File: src/rtl/imm_encoder.sv
// RV32I immediate encoder: packs imm + rd/rs1/rs2/funct3/opcode into an I/S/B/J/U word.
// Two-stage valid/ready pipeline (range/alignment check, then pack) with saturating transfer counters.
module imm_encoder #(
  parameter int CNT_W = 16
) (
  input  logic             clk,
  input  logic             rst,
  input  logic             in_valid,
  output logic             in_ready,
  input  logic [2:0]       imm_src,
  input  logic [31:0]      imm,
  input  logic [6:0]       opcode,
  input  logic [4:0]       rd,
  input  logic [4:0]       rs1,
  input  logic [4:0]       rs2,
  input  logic [2:0]       funct3,
  output logic             out_valid,
  input  logic             out_ready,
  output logic [31:0]      inst_out,
  output logic [1:0]       err_code,
  input  logic             cnt_clr,
  output logic [CNT_W-1:0] enc_count,
  output logic [CNT_W-1:0] err_count
);

  localparam logic [2:0]  SRC_I = 3'd0;
  localparam logic [2:0]  SRC_S = 3'd1;
  localparam logic [2:0]  SRC_B = 3'd2;
  localparam logic [2:0]  SRC_J = 3'd3;
  localparam logic [2:0]  SRC_U = 3'd4;
  localparam logic [1:0]  ERR_OK      = 2'b00;
  localparam logic [1:0]  ERR_RANGE   = 2'b01;
  localparam logic [1:0]  ERR_ALIGN   = 2'b10;
  localparam logic [1:0]  ERR_ILLEGAL = 2'b11;
  localparam logic [31:0] NOP_WORD    = 32'h0000_0013;
  localparam logic [CNT_W-1:0] CNT_ONE = {{(CNT_W-1){1'b0}}, 1'b1};

  typedef struct packed {
    logic [2:0]  src;
    logic [31:0] imm;
    logic [6:0]  opcode;
    logic [4:0]  rd;
    logic [4:0]  rs1;
    logic [4:0]  rs2;
    logic [2:0]  funct3;
  } req_t;

  logic             s1_valid_q, s1_valid_d;
  req_t             s1_req_q, s1_req_d;
  logic [1:0]       s1_err_q, s1_err_d;
  logic             out_valid_q, out_valid_d;
  logic [31:0]      inst_q, inst_d;
  logic [1:0]       err_q, err_d;
  logic [CNT_W-1:0] enc_cnt_q, enc_cnt_d;
  logic [CNT_W-1:0] err_cnt_q, err_cnt_d;

  logic             s1_adv, s2_adv, xfer;
  logic [1:0]       chk_err;
  logic [31:0]      packed_word;
  logic signed [31:0] imm_s;

  // Handshake: a beat moves when valid && ready in the same cycle; a stage advances when it is
  // empty or its downstream takes the current word, so a stalled output holds its data stable.
  assign s2_adv   = !out_valid_q || out_ready;
  assign s1_adv   = !s1_valid_q || s2_adv;
  assign in_ready = s1_adv;
  assign xfer     = out_valid_q && out_ready;
  assign imm_s    = imm;

  // Illegal source beats misalignment, which beats an out-of-range value.
  always_comb begin
    chk_err = ERR_OK;
    case (imm_src)
      SRC_I, SRC_S: if (imm_s < -32'sd2048 || imm_s > 32'sd2047) chk_err = ERR_RANGE;
      SRC_B: begin
        if (imm[0]) chk_err = ERR_ALIGN;
        else if (imm_s < -32'sd4096 || imm_s > 32'sd4094) chk_err = ERR_RANGE;
      end
      SRC_J: begin
        if (imm[0]) chk_err = ERR_ALIGN;
        else if (imm_s < -32'sd1048576 || imm_s > 32'sd1048574) chk_err = ERR_RANGE;
      end
      SRC_U: if (imm[11:0] != 12'd0) chk_err = ERR_ALIGN;
      default: chk_err = ERR_ILLEGAL;
    endcase
  end

  always_comb begin
    packed_word = NOP_WORD;
    if (s1_err_q == ERR_OK) begin
      case (s1_req_q.src)
        SRC_I: packed_word = {s1_req_q.imm[11:0], s1_req_q.rs1, s1_req_q.funct3,
                              s1_req_q.rd, s1_req_q.opcode};
        SRC_S: packed_word = {s1_req_q.imm[11:5], s1_req_q.rs2, s1_req_q.rs1, s1_req_q.funct3,
                              s1_req_q.imm[4:0], s1_req_q.opcode};
        SRC_B: packed_word = {s1_req_q.imm[12], s1_req_q.imm[10:5], s1_req_q.rs2, s1_req_q.rs1,
                              s1_req_q.funct3, s1_req_q.imm[4:1], s1_req_q.imm[11],
                              s1_req_q.opcode};
        SRC_J: packed_word = {s1_req_q.imm[20], s1_req_q.imm[10:1], s1_req_q.imm[11],
                              s1_req_q.imm[19:12], s1_req_q.rd, s1_req_q.opcode};
        SRC_U: packed_word = {s1_req_q.imm[31:12], s1_req_q.rd, s1_req_q.opcode};
        default: packed_word = NOP_WORD;
      endcase
    end
  end

  always_comb begin
    s1_valid_d  = s1_valid_q;
    s1_req_d    = s1_req_q;
    s1_err_d    = s1_err_q;
    out_valid_d = out_valid_q;
    inst_d      = inst_q;
    err_d       = err_q;
    if (s1_adv) begin
      s1_valid_d = in_valid;
      if (in_valid) begin
        s1_req_d.src    = imm_src;
        s1_req_d.imm    = imm;
        s1_req_d.opcode = opcode;
        s1_req_d.rd     = rd;
        s1_req_d.rs1    = rs1;
        s1_req_d.rs2    = rs2;
        s1_req_d.funct3 = funct3;
        s1_err_d        = chk_err;
      end
    end
    if (s2_adv) begin
      out_valid_d = s1_valid_q;
      if (s1_valid_q) begin
        inst_d = packed_word;
        err_d  = s1_err_q;
      end
    end
  end

  // Clear takes precedence over a transfer in the same cycle.
  always_comb begin
    enc_cnt_d = enc_cnt_q;
    err_cnt_d = err_cnt_q;
    if (cnt_clr) begin
      enc_cnt_d = '0;
      err_cnt_d = '0;
    end else if (xfer) begin
      if (err_q == ERR_OK) begin
        if (enc_cnt_q != '1) enc_cnt_d = enc_cnt_q + CNT_ONE;
      end else begin
        if (err_cnt_q != '1) err_cnt_d = err_cnt_q + CNT_ONE;
      end
    end
  end

  always_ff @(posedge clk) begin
    if (rst) begin
      s1_valid_q  <= 1'b0;
      s1_req_q    <= '0;
      s1_err_q    <= ERR_OK;
      out_valid_q <= 1'b0;
      inst_q      <= '0;
      err_q       <= ERR_OK;
      enc_cnt_q   <= '0;
      err_cnt_q   <= '0;
    end else begin
      s1_valid_q  <= s1_valid_d;
      s1_req_q    <= s1_req_d;
      s1_err_q    <= s1_err_d;
      out_valid_q <= out_valid_d;
      inst_q      <= inst_d;
      err_q       <= err_d;
      enc_cnt_q   <= enc_cnt_d;
      err_cnt_q   <= err_cnt_d;
    end
  end

  assign out_valid = out_valid_q;
  assign inst_out  = inst_q;
  assign err_code  = err_q;
  assign enc_count = enc_cnt_q;
  assign err_count = err_cnt_q;

endmodule
File: config.mk
export PLATFORM = sky130hd
export DESIGN_NAME = imm_encoder
export DESIGN_NICKNAME = d
export VERILOG_FILES = /design/src/rtl/imm_encoder.sv
export SDC_FILE = /design/constraint.sdc
export NUM_CORES = 1
export LEC_CHECK = 0
export ABC_AREA = 1
export CAP_MARGIN = 5
export CORE_UTILIZATION = 55
export CTS_BUF_LIST = sky130_fd_sc_hd__clkbuf_4
export DETAILED_ROUTE_END_ITERATION = 10
export HOLD_SLACK_MARGIN = 0.1
export PLACE_DENSITY = 0.91
export RECOVER_POWER = 25
export SYNTH_ARGS = -nofsm -noshare
export SYNTH_HDL_FRONTEND = slang
export SYNTH_SLANG_ARGS = --single-unit
export TNS_END_PERCENT = 10
File: constraint.sdc
create_clock -name clk -period 3.96 [get_ports clk]
set_clock_uncertainty 0.1 [all_clocks]
set_input_delay 0.792 -clock clk [delete_from_list [all_inputs] [get_ports clk]]
set_output_delay 0.792 -clock clk [all_outputs]
set_load 0.01 [all_outputs]
==> metrics.txt, run 1 <==
# TYPE chip_impl_metric gauge
chip_impl_metric{name="netlist.area_leader.share",unit=""} 0.439
chip_impl_info{name="synth_area_leaders",value="sky130_fd_sc_hd__dfxtp_1 (44%), sky130_fd_sc_hd__nand2_1 (11%), sky130_fd_sc_hd__nor2_1 (7.7%), sky130_fd_sc_hd__a211oi_1 (6.8%), sky130_fd_sc_hd__inv_1 (6.0%)"} 1
chip_impl_info{name="yosysTopAreaCell",value="sky130_fd_sc_hd__dfxtp_1"} 1
chip_impl_metric{name="antenna_found_initial",unit=""} 0
chip_impl_metric{name="ys_seq_area_frac",unit=""} 0.439
chip_impl_metric{name="ios",unit=""} 133
chip_impl_metric{name="timing_max_transition_violations_final",unit=""} 0
chip_impl_metric{name="cellLeakagePower",unit="uW"} 0.00273
chip_impl_metric{name="postCtsHoldBufs",unit=""} 0
chip_impl_metric{name="totalNegativeSetupSlack",unit="ns"} 0
chip_impl_metric{name="finalCriticalPeriod",unit="ns"} 3.06
chip_impl_metric{name="die_area",unit="mm2"} 0.0112
chip_impl_info{name="min_to",value="inst_out[4]"} 1
chip_impl_info{name="cp_cell_sequence",value="dlygate4sd3_1 -> inv_1 -> nand3_1 -> clkdlybuf4s50_1"} 1
chip_impl_metric{name="number_of_vias_after_detailed_routing",unit=""} 5951
chip_impl_metric{name="core_region_area",unit="mm2"} 0.0104
chip_impl_metric{name="synth-edff-count",unit=""} 0
chip_impl_metric{name="vdd_ir_drop_max",unit="uV"} 237
chip_impl_metric{name="remaining_drc_errors",unit=""} 0
chip_impl_metric{name="floorplan.initialDensity",unit=""} 0.572
chip_impl_metric{name="detailedPlacementHpwl",unit="um"} 11000
chip_impl_metric{name="synth.net_count",unit=""} 890
chip_impl_info{name="run_status",value="completed"} 1
chip_impl_metric{name="clock_pin_slew_worst_setup_and_hold_paths",unit="ns"} 0.12
chip_impl_metric{name="grt_overflow",unit=""} 0
chip_impl_info{name="netlist_top_cells_count",value="sky130_fd_sc_hd__nand2_1 (170), sky130_fd_sc_hd__dfxtp_1 (130), sky130_fd_sc_hd__nor2_1 (121), sky130_fd_sc_hd__inv_1 (95), sky130_fd_sc_hd__a21oi_1 (60)"} 1
chip_impl_metric{name="io_buffers",unit=""} 132
chip_impl_metric{name="via_count_of_the_first_global_routing_pass",unit=""} 5433
chip_impl_metric{name="slew-limit-headroom",unit=""} 0.0938
chip_impl_metric{name="die_height",unit="um"} 106
chip_impl_metric{name="drive_above_1_share",unit=""} 0.0678
chip_impl_metric{name="number_of_detailed_route_iterations_in_the_first_pass",unit=""} 6
chip_impl_info{name="yosysMostFrequentCell",value="sky130_fd_sc_hd__nand2_1"} 1
chip_impl_metric{name="met1_routing_resource_usage_after_global_routing",unit=""} 0.366
chip_impl_metric{name="cts_setup_buffers",unit=""} 0
chip_impl_metric{name="clock_tree.buffer_depth",unit=""} 2
chip_impl_info{name="critPathLaunchType",value="input pin"} 1
chip_impl_metric{name="pwr_density",unit="mW/mm2"} 340
chip_impl_metric{name="postRouteAntennaNets",unit=""} 0
chip_impl_metric{name="grt.met2_usage",unit=""} 0.472
chip_impl_info{name="worst_r2r_endpoint",value="inst_out[20]"} 1
chip_impl_metric{name="synth_cell_types",unit=""} 35
chip_impl_metric{name="routed_wirelength",unit="um"} 15400
chip_impl_metric{name="total_cts_buffers",unit=""} 17
chip_impl_metric{name="core.rowCount",unit=""} 37
chip_impl_metric{name="cpPeakStageDelay",unit="ns"} 0.57
chip_impl_info{name="clock_tree.root_cell",value="sky130_fd_sc_hd__clkbuf_4"} 1
chip_impl_metric{name="fin_nets",unit=""} 1012
chip_impl_metric{name="syn-mean-instance-area",unit="um2"} 7.21
chip_impl_info{name="grt_setup_unrepaired",value="no"} 1
chip_impl_metric{name="synthesis.area",unit="mm2"} 0.00593
chip_impl_metric{name="hold_viol",unit=""} 0
chip_impl_metric{name="maximum_number_of_pins_on_one_net_before_global_route_repair",unit=""} 97
chip_impl_metric{name="clock_tree.htree_level_count",unit=""} 4
chip_impl_info{name="cts_tree",value="built"} 1
chip_impl_info{name="setup.worst_path.class",value="input pin to primary output"} 1
chip_impl_metric{name="post-route-period-util",unit=""} 0.774
chip_impl_metric{name="post_cts_resized",unit=""} 0
chip_impl_metric{name="grt_first_pass_wirelength",unit="um"} 25700
chip_impl_metric{name="use_met3",unit=""} 0.0606
chip_impl_info{name="timing.hold.worst.start",value="rst"} 1
chip_impl_metric{name="globalplace.congestion",unit=""} 0.924
chip_impl_metric{name="setup_viol_count_final",unit=""} 0
chip_impl_metric{name="tightestPinTransition",unit="ns"} 1.36
chip_impl_metric{name="yosysWarnings",unit=""} 0
chip_impl_metric{name="grt_usage",unit=""} 0.287
chip_impl_info{name="crit-reg2reg-launch",value="s1_req_q[59]"} 1
chip_impl_info{name="timing.critical_path.slowest_stage_cell",value="sky130_fd_sc_hd__clkdlybuf4s50_1"} 1
chip_impl_metric{name="ff2ff_path_depth",unit=""} 7
chip_impl_metric{name="routed_via_density",unit=""} 5.44
chip_impl_metric{name="wl_per_cell",unit="um"} 14.1
chip_impl_info{name="globalRoute.busiestLayer",value="met2"} 1
chip_impl_metric{name="antenna_cells_inserted",unit=""} 0
chip_impl_metric{name="dr.first_iter.drc_count",unit=""} 510
chip_impl_info{name="critPathCaptureType",value="primary output"} 1
chip_impl_metric{name="die_w",unit="um"} 106
chip_impl_metric{name="max_freq",unit="MHz"} 326
chip_impl_metric{name="r2r_setup_slack",unit="ns"} 1.17
chip_impl_metric{name="post_synth_inst_count",unit=""} 823
chip_impl_metric{name="clock-sinks",unit=""} 130
chip_impl_metric{name="cp_max_fanout",unit=""} 3
chip_impl_metric{name="crit_arrival",unit="ns"} 2.17
chip_impl_metric{name="holdWs",unit="ns"} 0.340
chip_impl_metric{name="syn2layout_area_growth",unit="%"} 27.1
chip_impl_metric{name="synth.ff_latch_count",unit=""} 130
chip_impl_metric{name="worstHoldPathCells",unit=""} 2
chip_impl_info{name="hold_class",value="input pin to flop"} 1
chip_impl_metric{name="max_cap_viol_count",unit=""} 0
chip_impl_metric{name="synth-async-reset-ratio",unit=""} 0
chip_impl_metric{name="required",unit="ns"} 3.07
chip_impl_metric{name="filler_cell_count",unit=""} 827
chip_impl_info{name="synth-main-ff-cell",value="sky130_fd_sc_hd__dfxtp_1"} 1
chip_impl_metric{name="worstSkewPairLatency",unit="ns"} 0.54
## cell families (layout without fill, tap and decap cells)
family                     after synthesis  count (layout)  share of synthesized area
DFF                                    130             130                      0.439
xor gates and xnor gates                14              14                     0.0207
buffers and inverters                  133             268                     0.0904
and+or+nand+nor                        369             369                      0.260
AOI/OAI and AO/OA                      175             175                      0.187
adders and majority gates                2               2                    0.00422
## registers in the layout, summed over array words and instances (netlist names)
name        count
out_valid       1
err_count      16
inst_out       32
s1_err_q        2
s1_req_q       60
err_code        2
enc_count      16
s1_valid_q      1
## metrics by stage
step	cells	utilization	total power, uW	worst slack, ns	instance area [um2]
global route	1094	0.727	2680	0.713	7540
global placement	1062	0.705	1750	0.999	7310
detailed placement	1062	0.705	1760	0.904	7310
finish	1094	0.727	2560	0.895	7540
floorplan	823	-	1610	2.00	5930
CTS	1094	0.730	2580	0.959	7570
## report_power, final
part | switching [uW] | internal (uW) | leakage (uW)
sequential | 28.1 | 1360 | 0.00106
clock | 521 | 315 | 0.000127
combinational | 194 | 144 | 0.00154
## metal layers
metal | share of wire | up-vias | wire length [um]
met5 | 0 | - | 0
met4 | 0.030 | 0 | 465
met3 | 0.075 | 48 | 1150
met2 | 0.47 | 278 | 7250
met1 | 0.42 | 2669 | 6510
li1 | - | 2956 | -
## cells in the final DEF (no fill, tap or decap), drive strengths merged, types with 2 or more instances in the layout
master,n
a211oi,54
a21oi,70
a22oi,4
a31oi,3
and3,3
buf,6
clkbuf,18
clkdlybuf4s50,130
clkinv,4
clkinvlp,5
dfxtp,130
ha,2
inv,103
nand2,185
nand3,26
nand4,12
nor2,122
nor3,15
nor4,4
o21ai,23
o22ai,19
xnor2,5
xor2,9
## critical path: cells and delay by family
kind          cells  cell delay, ns
buf+inv           3            1.21
simple gates      1            0.17
## area by class of cell
type / instances / area [um2] / area share
repair buffers: 138 / 1360 / 0.180
inverters: 98 / 375 / 0.0498
flip-flops and latches: 130 / 2600 / 0.345
clock inverters: 15 / 133 / 0.0176
clock buffers: 17 / 128 / 0.0169
well taps: 136 / 170 / 0.0226
multi-input cells: 560 / 2780 / 0.368
## worst max path at each step
stage                    from      endpoint  slack, ns  depth (start not counted)
floorplan           out_ready  s1_req_q[52]       2.00                          6
global route        out_ready  inst_out[23]       0.71                         10
detailed placement  out_ready   s1_err_q[0]       0.90                          7
CTS                 out_ready      in_ready       0.96                          4
global placement    out_ready   s1_err_q[0]        1.0                          7
finish              out_ready      in_ready       0.90                          4
(Power assumes the default switching activity.)
==> run 2, diff against run 1 <==
Settings changed: CORE_UTILIZATION 55 to 52, PLACE_DENSITY 0.91 to 0.87.
Clock period 3.96 ns to 3.05 ns, I/O delays scaled along.
==> metrics.txt, run 2 (synthesis gave the netlist of run 1 again) <==
# TYPE chip_impl_metric gauge
chip_impl_metric{name="antenna_cells_inserted",unit=""} 0
chip_impl_metric{name="detailedPlacementHpwl",unit="um"} 11100
chip_impl_metric{name="path_buf_inv",unit=""} 3
chip_impl_metric{name="clock_pin_slew_worst_setup_and_hold_paths",unit="ns"} 0.12
chip_impl_metric{name="drive_above_1_share",unit=""} 0.0730
chip_impl_metric{name="via_count_of_the_first_global_routing_pass",unit=""} 5459
chip_impl_metric{name="floorplan.initialDensity",unit=""} 0.540
chip_impl_metric{name="finalCriticalPeriod",unit="ns"} 2.71
chip_impl_metric{name="grt_overflow",unit=""} 0
chip_impl_metric{name="post-route-period-util",unit=""} 0.888
chip_impl_metric{name="number_of_detailed_route_iterations_in_the_first_pass",unit=""} 5
chip_impl_metric{name="total_cts_buffers",unit=""} 17
chip_impl_metric{name="cp_max_fanout",unit=""} 3
chip_impl_metric{name="cpPeakStageDelay",unit="ns"} 0.60
chip_impl_metric{name="wl_per_cell",unit="um"} 13.9
chip_impl_metric{name="antenna_found_initial",unit=""} 0
chip_impl_metric{name="setup_viol_count_final",unit=""} 0
chip_impl_metric{name="crit_arrival",unit="ns"} 2.00
chip_impl_info{name="hold_class",value="flop to flop"} 1
chip_impl_metric{name="seqPwrFrac",unit=""} 0.519
chip_impl_info{name="timing.hold.worst.start",value="s1_req_q[21]"} 1
chip_impl_metric{name="postRouteAntennaNets",unit=""} 0
chip_impl_info{name="final_cell_mix",value="sky130_fd_sc_hd__nand2_1 (171), sky130_fd_sc_hd__dfxtp_1 (130), sky130_fd_sc_hd__clkdlybuf4s50_1 (130)"} 1
chip_impl_metric{name="dr.first_iter.drc_count",unit=""} 428
chip_impl_metric{name="number_of_vias_after_detailed_routing",unit=""} 5869
chip_impl_info{name="grt_setup_unrepaired",value="no"} 1
chip_impl_info{name="critPathCaptureType",value="primary output"} 1
chip_impl_metric{name="syn2layout_area_growth",unit="%"} 28.6
chip_impl_metric{name="placedCellCount",unit=""} 1068
chip_impl_info{name="worst_setup_path_startpoint",value="out_ready"} 1
chip_impl_info{name="cp_top_family",value="buffers and inverters"} 1
chip_impl_metric{name="vdd_ir_drop_max",unit="uV"} 540
chip_impl_metric{name="die_w",unit="um"} 109
chip_impl_info{name="clock_tree.root_cell",value="sky130_fd_sc_hd__clkbuf_4"} 1
chip_impl_metric{name="ios",unit=""} 133
chip_impl_metric{name="routed_via_density",unit=""} 5.34
chip_impl_info{name="timing.critical_path.slowest_stage_cell",value="sky130_fd_sc_hd__clkdlybuf4s50_1"} 1
chip_impl_metric{name="core_region_area",unit="mm2"} 0.0110
chip_impl_info{name="run_status",value="completed"} 1
chip_impl_metric{name="grt_usage",unit=""} 0.274
chip_impl_info{name="mostFrequentLayoutCell",value="sky130_fd_sc_hd__nand2_1"} 1
chip_impl_metric{name="timing_max_transition_violations_final",unit=""} 0
chip_impl_metric{name="grt_first_pass_wirelength",unit="um"} 25200
chip_impl_info{name="cts_tree",value="built"} 1
chip_impl_info{name="cp_cell_sequence",value="dlygate4sd3_1 -> inv_1 -> nand3_1 -> clkdlybuf4s50_1"} 1
chip_impl_metric{name="comb_power_share",unit=""} 0.128
chip_impl_metric{name="die_area",unit="mm2"} 0.0118
chip_impl_metric{name="routed_wirelength",unit="um"} 15300
chip_impl_metric{name="cellLeakagePower",unit="uW"} 0.00276
chip_impl_metric{name="number_of_flip_flops_in_the_largest_register",unit=""} 60
chip_impl_metric{name="max_freq",unit="MHz"} 369
chip_impl_metric{name="tightestPinTransition",unit="ns"} 1.37
chip_impl_metric{name="core.rowCount",unit=""} 38
chip_impl_info{name="critPathLaunchType",value="input pin"} 1
chip_impl_metric{name="instances_no_fill",unit=""} 1099
chip_impl_info{name="crit-reg2reg-launch",value="out_valid"} 1
chip_impl_metric{name="p_int",unit="uW"} 2520
chip_impl_metric{name="netSwitchingFraction",unit=""} 0.275
chip_impl_metric{name="slew-limit-headroom",unit=""} 0.0880
chip_impl_metric{name="required",unit="ns"} 2.34
chip_impl_metric{name="clock_tree.buffer_depth",unit=""} 2
chip_impl_metric{name="worstSkewPairLatency",unit="ns"} 0.54
chip_impl_metric{name="switchingPower",unit="uW"} 954
chip_impl_metric{name="globalplace.congestion",unit=""} 0.969
chip_impl_metric{name="remaining_drc_errors",unit=""} 0
chip_impl_metric{name="filler_cell_count",unit=""} 940
chip_impl_metric{name="max_cap_viol_count",unit=""} 0
chip_impl_info{name="setup.worst_path.class",value="input pin to primary output"} 1
chip_impl_metric{name="clock_tree.htree_level_count",unit=""} 4
chip_impl_metric{name="cts_setup_buffers",unit=""} 0
chip_impl_metric{name="maximum_number_of_pins_on_one_net_before_global_route_repair",unit=""} 104
chip_impl_metric{name="io_buffers",unit=""} 132
chip_impl_metric{name="post_cts_resized",unit=""} 0
chip_impl_metric{name="clockPowerShare",unit=""} 0.353
chip_impl_info{name="register_name_with_the_most_flops",value="s1_req_q"} 1
chip_impl_metric{name="pwr_density",unit="mW/mm2"} 455
chip_impl_metric{name="fin_nets",unit=""} 1014
chip_impl_metric{name="clock-sinks",unit=""} 130
chip_impl_metric{name="postCtsHoldBufs",unit=""} 0
chip_impl_metric{name="die_height",unit="um"} 109
chip_impl_metric{name="holdWs",unit="ns"} 0.369
chip_impl_metric{name="hold_viol",unit=""} 0
chip_impl_metric{name="totalNegativeSetupSlack",unit="ns"} 0
## run 2: final timing paths
path | cells after the start | slack (ns) | to
hold reg to reg | 2 | 0.37 | inst_out[3]
setup / recovery | 4 | 0.34 | in_ready
setup reg to reg | 5 | 0.88 | inst_out[10]
hold / removal | 2 | 0.37 | inst_out[3]
## run 2: worst min-delay path, stage by stage, from the launching register on
cell and delay [ns]:
sky130_fd_sc_hd__dfxtp_1 0.34, sky130_fd_sc_hd__nand2_2 0.06, sky130_fd_sc_hd__a21oi_2 0.04
## run 2: per-stage QoR
step / cell area, um2 / setup WS, ns / util / power (uW)
floorplan: 5930 / 1.27 / - / 2090
global placement: 7360 / 0.481 / 0.670 / 2280
detailed placement: 7360 / 0.376 / 0.670 / 2290
CTS: 7650 / 0.375 / 0.697 / 3480
global route: 7630 / 0.303 / 0.695 / 3620
finish: 7630 / 0.342 / 0.695 / 3470
## run 2: cell type report
class                      instances  area, um2  area share
clock inverter                    14        165      0.0216
clock buffer                      17        128      0.0167
timing repair buffer             140       1390       0.182
tap                              140        175      0.0230
sequential                       130       2600       0.341
multi-input combinational        560       2800       0.367
inverter                          98        375      0.0492
## run 2: per-layer routing
metal | up-vias | part of all wire | global-route usage
met5 | - | 0 | 0
met4 | 0 | 0.023 | 0.106
met3 | 31 | 0.057 | 0.0556
met2 | 203 | 0.48 | 0.459
met1 | 2668 | 0.44 | 0.344
li1 | 2967 | - | -
## run 2: power groups by stage
stage	registers (uW)	logic (uW)	clock network, uW
final	1800	445	1230
after global routing	1810	490	1320
after CTS	1800	446	1230
after detailed placement	1840	443	0
after global placement	1840	437	0
after floorplan	1840	250	0
==> run 3, diff against run 2 <==
Settings changed: ABC_CLOCK_PERIOD_IN_PS set to 3050.
==> results of run 3 <==
The final DEF is identical to that of run 2; final timing and power are the same.
